<file path="src/rtl/bcd_counter_pkg.sv">
// Shared types and helpers for the BCD up/down counter.
// Digit type, digit limits, BCD conversion and validation.
package bcd_counter_pkg;

  typedef logic [3:0] bcd_digit_t;

  localparam bcd_digit_t BCD_DIGIT_MAX = 4'd9;
  localparam bcd_digit_t BCD_DIGIT_MIN = 4'd0;
  localparam int BCD_MAX_DIGITS = 8;

  function automatic logic [31:0] to_bcd(
    input int value,
    input int digits
  );
    logic [31:0] r;
    int v;
    r = '0;
    v = value;
    for (int i = 0; i < BCD_MAX_DIGITS; i++) begin
      if (i < digits) begin
        r[4*i+:4] = 4'(v % 10);
        v = v / 10;
      end
    end
    return r;
  endfunction

  function automatic logic bcd_is_valid(
    input logic [31:0] vec,
    input int digits
  );
    logic ok;
    ok = 1'b1;
    for (int i = 0; i < BCD_MAX_DIGITS; i++) begin
      if (i < digits && vec[4*i+:4] > BCD_DIGIT_MAX)
        ok = 1'b0;
    end
    return ok;
  endfunction

endpackage

</file>
<file path="src/rtl/bcd_digit_step.sv">
// One BCD digit of the up/down ripple chain (combinational).
// Ports: digit, up_down, step_in (carry/borrow in) -> digit_nxt, step_out.
module bcd_digit_step
  import bcd_counter_pkg::*;
(
  input  logic [3:0] digit,
  input  logic       up_down,
  input  logic       step_in,
  output logic [3:0] digit_nxt,
  output logic       step_out
);

  always_comb begin
    digit_nxt = digit;
    step_out  = 1'b0;
    if (step_in) begin
      if (up_down) begin
        if (digit >= BCD_DIGIT_MAX) begin
          digit_nxt = BCD_DIGIT_MIN;
          step_out  = 1'b1;
        end else begin
          digit_nxt = digit + 4'd1;
        end
      end else begin
        if (digit == BCD_DIGIT_MIN) begin
          digit_nxt = BCD_DIGIT_MAX;
          step_out  = 1'b1;
        end else begin
          digit_nxt = digit - 4'd1;
        end
      end
    end
  end

endmodule

</file>
<file path="src/rtl/bcd_updown_counter.sv">
// Multi-digit BCD up/down counter, range 0..MAX_VALUE, load + pulses.
// Ports: clk, rst, en, up_down, load, load_val -> count, wrap,
// at_limit, load_err. Macro BCD_UPDOWN_COUNTER_SATURATE_EN: saturate.
module bcd_updown_counter
  import bcd_counter_pkg::*;
#(
  parameter int NUM_DIGITS = 2,
  parameter int MAX_VALUE  = 99
) (
  input  logic                    clk,
  input  logic                    rst,
  input  logic                    en,
  input  logic                    up_down,
  input  logic                    load,
  input  logic [4*NUM_DIGITS-1:0] load_val,
  output logic [4*NUM_DIGITS-1:0] count,
  output logic                    wrap,
  output logic                    at_limit,
  output logic                    load_err
);

  localparam int W = 4 * NUM_DIGITS;
  localparam logic [31:0] MAX_BCD32 =
    to_bcd(MAX_VALUE, NUM_DIGITS);
  localparam logic [W-1:0] MAX_BCD = MAX_BCD32[W-1:0];

  if (NUM_DIGITS < 1 || NUM_DIGITS > BCD_MAX_DIGITS)
  begin : g_bad_digits
    $error("NUM_DIGITS must be 1..8");
  end

  if (MAX_VALUE < 1 ||
      MAX_VALUE > (10 ** NUM_DIGITS) - 1)
  begin : g_bad_max
    $error("MAX_VALUE out of range for NUM_DIGITS");
  end

  logic [W-1:0]        count_q;
  logic [W-1:0]        count_d;
  logic [W-1:0]        step_nxt;
  logic [NUM_DIGITS:0] chain;
  logic                err_q;
  logic                err_d;
  logic                wrap_d;
  logic                hit_limit;
  logic                roll;
  logic                load_ok;

  assign chain[0] = 1'b1;

  for (genvar g = 0; g < NUM_DIGITS; g++) begin : g_digit
    bcd_digit_step u_step (
      .digit     (count_q[4*g+:4]),
      .up_down   (up_down),
      .step_in   (chain[g]),
      .digit_nxt (step_nxt[4*g+:4]),
      .step_out  (chain[g+1])
    );
  end

  assign hit_limit = up_down ? (count_q == MAX_BCD)
                             : (count_q == '0);

  // A ripple out of the top digit can only coincide with
  // the limit, but treat it as a roll so it never escapes.
  assign roll = hit_limit | chain[NUM_DIGITS];

  // With every digit legal, BCD order equals binary order.
  assign load_ok = bcd_is_valid(32'(load_val), NUM_DIGITS)
                && (load_val <= MAX_BCD);

  always_comb begin
    count_d = count_q;
    wrap_d  = 1'b0;
    err_d   = 1'b0;
    if (load) begin
      if (load_ok) count_d = load_val;
      else         err_d   = 1'b1;
    end else if (en) begin
      if (roll) begin
`ifdef BCD_UPDOWN_COUNTER_SATURATE_EN
        count_d = count_q;
`else
        count_d = up_down ? '0 : MAX_BCD;
        wrap_d  = 1'b1;
`endif
      end else begin
        count_d = step_nxt;
      end
    end
  end

  always_ff @(posedge clk) begin
    if (rst) begin
      count_q <= '0;
      err_q   <= 1'b0;
    end else begin
      count_q <= count_d;
      err_q   <= err_d;
    end
  end

`ifdef BCD_UPDOWN_COUNTER_SATURATE_EN
  logic unused_wrap;
  assign unused_wrap = wrap_d;
  assign wrap = 1'b0;
`else
  logic wrap_q;
  always_ff @(posedge clk) begin
    if (rst) wrap_q <= 1'b0;
    else     wrap_q <= wrap_d;
  end
  assign wrap = wrap_q;
`endif

  assign count    = count_q;
  assign load_err = err_q;
  assign at_limit = hit_limit;

endmodule

</file>
<file path="config.mk">
export PLATFORM = sky130hd
export DESIGN_NAME = bcd_updown_counter
export DESIGN_NICKNAME = d
export VERILOG_FILES = /design/src/rtl/bcd_counter_pkg.sv /design/src/rtl/bcd_digit_step.sv /design/src/rtl/bcd_updown_counter.sv
export SDC_FILE = /design/constraint.sdc
export NUM_CORES = 1
export LEC_CHECK = 0
export BUFFER_PORTS_ARGS = -buffer_cell sky130_fd_sc_hd__buf_2
export CAP_MARGIN = 20
export CORE_ASPECT_RATIO = 1.4
export CORE_MARGIN = 2
export CORE_UTILIZATION = 47
export DETAILED_ROUTE_END_ITERATION = 16
export MAX_ROUTING_LAYER = met4
export PLACE_DENSITY_LB_ADDON = 0.2
export SLEW_MARGIN = 20
export SYNTH_ARGS = -nofsm -noshare
export SYNTH_HDL_FRONTEND = slang
export SYNTH_SLANG_ARGS = --single-unit
export TNS_END_PERCENT = 100
</file>
<file path="constraint.sdc">
create_clock -name clk -period 2.15 [get_ports clk]
set_clock_uncertainty 0.15 [all_clocks]
set_input_delay 0.43 -clock clk [delete_from_list [all_inputs] [get_ports clk]]
set_output_delay 0.43 -clock clk [all_outputs]
set_load 0.03 [all_outputs]
</file>
==> flow_summary.ini <==
[global_routing]
antenna_found_initial = 0
grt_overflow = 0
grt_start_max_net_pins = 20
grt_pass1_wl_um = 4320
grt_pass1_vias = 984
grtUsageTotal_pct = 23.4

[die]
dieArea_um2 = 2480
start_util_pct = 49.8
core_area_um2 = 1970
chipHeight_um = 58.1
io_pins = 24
rows = 19
die_w_um = 42.6

[power]
p_sw_share_pct = 40.0
pwr-share-seq_pct = 26.8
power_density_nw_per_um2 = 633
power_switching_uw = 350
clkPwrFrac_pct = 20.9
comb_power_share_pct = 52.3
leakagePower_nw = 0.613
p_int_uw = 526
vdd_drop_max_mv = 0.519

[cells_and_area]
seq_area_um2 = 215
fin_cells = 183
multiInputGateArea_um2 = 781
diodes = 0
fin_nets = 183
final_layout_size_suffix_gt1_share_pct = 45.1
area_growth_pct = 40.9
nFillCells = 168

[place]
dp_hpwl_um = 2030
place_inst = 169
routabilityCongestion = 0.928
dp_slack_ps = -1.28
io_buffers = 23

[synth]
avgSynthCellArea_um2 = 8.05
syn_inst = 122
yosysSeqAreaShare_pct = 20.4
ys_async_sr_fraction_pct = 0
synth_edf_count = 0
synth_area_um2 = 982
synth_ff_type = dfxtp_1
synthTopCellsByCount = 14 x nor2_1, 10 x dfxtp_1, 10 x inv_1, 8 x nand2_1, 8 x o21ai_0
synth_top_area_share_pct = 20.4
yosysUniqueCellTypes = 44
ys_seq_elements = 10
post-synth-top-count-cell = nor2_1
yosys_warnings = 0
synth_top_area_cell = dfxtp_1
syn-num-nets = 142
yosys-top-cells-area = dfxtp_1 20%, ha_1 8.9%, nor2_1 5.4%

[clock_tree]
cts_max_path_buffers = 2
cts_hold_buf = 0
cts_buffers = 3
insertion_delay_ps = 280
clock_sink_count = 10
clk_pin_slew_ps = 80
cts_tree = yes
htree_num_levels = 1
cts-root-buf = clkbuf_4

[worst_setup_path]
worstPathCellList = inv_4 > ha_4 > or3b_4 > a311oi_4 > nor2_2 > a211o_1 > a311oi_2
required_ps = 2190
worstPathArrival_ps = 2190
critPathSlowestCell = or3b_4
reg2regPathDepth = 7
worstReg2RegEnd = count[2]
crit_path_max_incr_delay_ps = 410
path_class = register to register
end_kind = register
r2r_start = count[1]
r2r_setup_slack_ps = 9
path_buf_inv = 1
cp_top_family = compound AO/OA/AOI/OAI gates
worst-path-max-fanout = 4
startpoint_type = register
startpoint = count[1]

[routing]
drt_first_pass_iters = 4
route.vias.total = 1110
antenna_left = 0
drt-wirelength-per-cell_um = 15.7
drc = 0
drt-total-wl_um = 2870
drtIter0Drc = 39
vias_per_cell = 6.07

[min_path]
min_from = load_val[5]
min_to = count[5]
hold-path-cell-count = 3
hold_path_class = input pin to register

[timing]
maxSlewHeadroom_pct = 72.0
period_share_pct = 99.6
setup-violations-final = 0
grt_setup_unrepaired = true
timing_hold_violations_final = 0
max_freq_mhz = 467
layout_min_cycle_time_ps = 2140
worst_pin_slew_ps = 418
slew_viol_final = 0
fin_ws_ps = 8.69

[outcome]
status = finished, final reports clean

[run]
drv_cap = 0
## what timing repair did
action                     4_1_cts  5_1_grt
cloned                           0        0
setup endpoints to repair        4        7
pin swaps                        0        6
setup buffers                    1        9
gates resized for setup          7       14
## registers in the layout (all words and copies together), names as in the netlist
register / flops
count: 8
load_err: 1
wrap: 1
## metrics by stage
step	setup TNS (ps)	total power, mW	utilization (%)	hold WS, ps	area (um2)
3_5_place_dp	-1.28	0.600	60.0	384	1180
2_1_floorplan	0	0.496	-	415	1020
4_1_cts	0	0.809	63.9	275	1260
3_3_place_gp	0	0.594	60.0	367	1180
5_1_grt	-252	0.924	70.1	284	1380
6_report	0	0.876	70.1	277	1380
## layout make-up
class	instances	area share [%]
Inverter	10	3.07
Tap cell	21	1.90
Clock buffer	4	2.62
Multi-Input combinational cell	93	56.4
Timing Repair Buffer	45	20.4
Sequential cell	10	15.6
## routing by layer
| layer | wire [um] | GRT usage (%) | vias to the layer above |
|---|---|---|---|
| li1 | - | - | 533 |
| met1 | 1150 | 26.1 | 520 |
| met2 | 1470 | 39.4 | 43 |
| met3 | 116 | 2.80 | 14 |
| met4 | 129 | 13.4 | 0 |
| met5 | 0 | - | - |
## kinds of logic (layout without fill, tap and decap cells)
kind of cell	Yosys count	after routing	share of synthesized area, %
adders and majority gates	7	7	8.92
AOI/OAI and AO/OA	43	43	33.8
xor gates and xnor gates	1	1	0.892
muxes	2	2	2.04
buffers and inverters	19	59	10.4
DFF	10	10	20.4
and+or+nand+nor	40	40	23.6
## power groups by stage
stage               clock network (mW)  logic [mW]  registers (mW)
floorplan                            0       0.235           0.261
global placement                     0       0.361           0.234
detailed placement                   0       0.365           0.235
CTS                              0.186       0.390           0.233
global route                     0.198       0.489           0.237
finish                           0.183       0.458           0.235
## worst reg2reg max path, stage by stage (launching register included)
cell      delay [ps]
dfxtp_4          370
inv_4             50
ha_4             160
or3b_4           410
a311oi_4         380
nor2_2            50
a211o_1          240
a311oi_2         240
## how the worst max path moves through the flow
stage | cells past startpoint | slack, ps | to
2_1_floorplan | 7 | 30 | count[2]
3_3_place_gp | 7 | 30 | count[7]
3_5_place_dp | 7 | -1 | count[7]
4_1_cts | 6 | 3 | at_limit
5_1_grt | 7 | -90 | count[2]
6_report | 7 | 9 | count[2]
## cell usage in the layout (no fill, tap or decap), types with 3 or more instances in the layout
cell type	n
inv_1	7
a211oi_1	4
a21oi_1	6
dfxtp_1	6
clkbuf_4	3
dfxtp_4	4
o22ai_1	3
a311oi_1	3
nand2_1	7
buf_4	23
buf_2	22
o21ai_0	8
nor2_1	14
ha_1	4
Power figures use the tool's default switching activity.
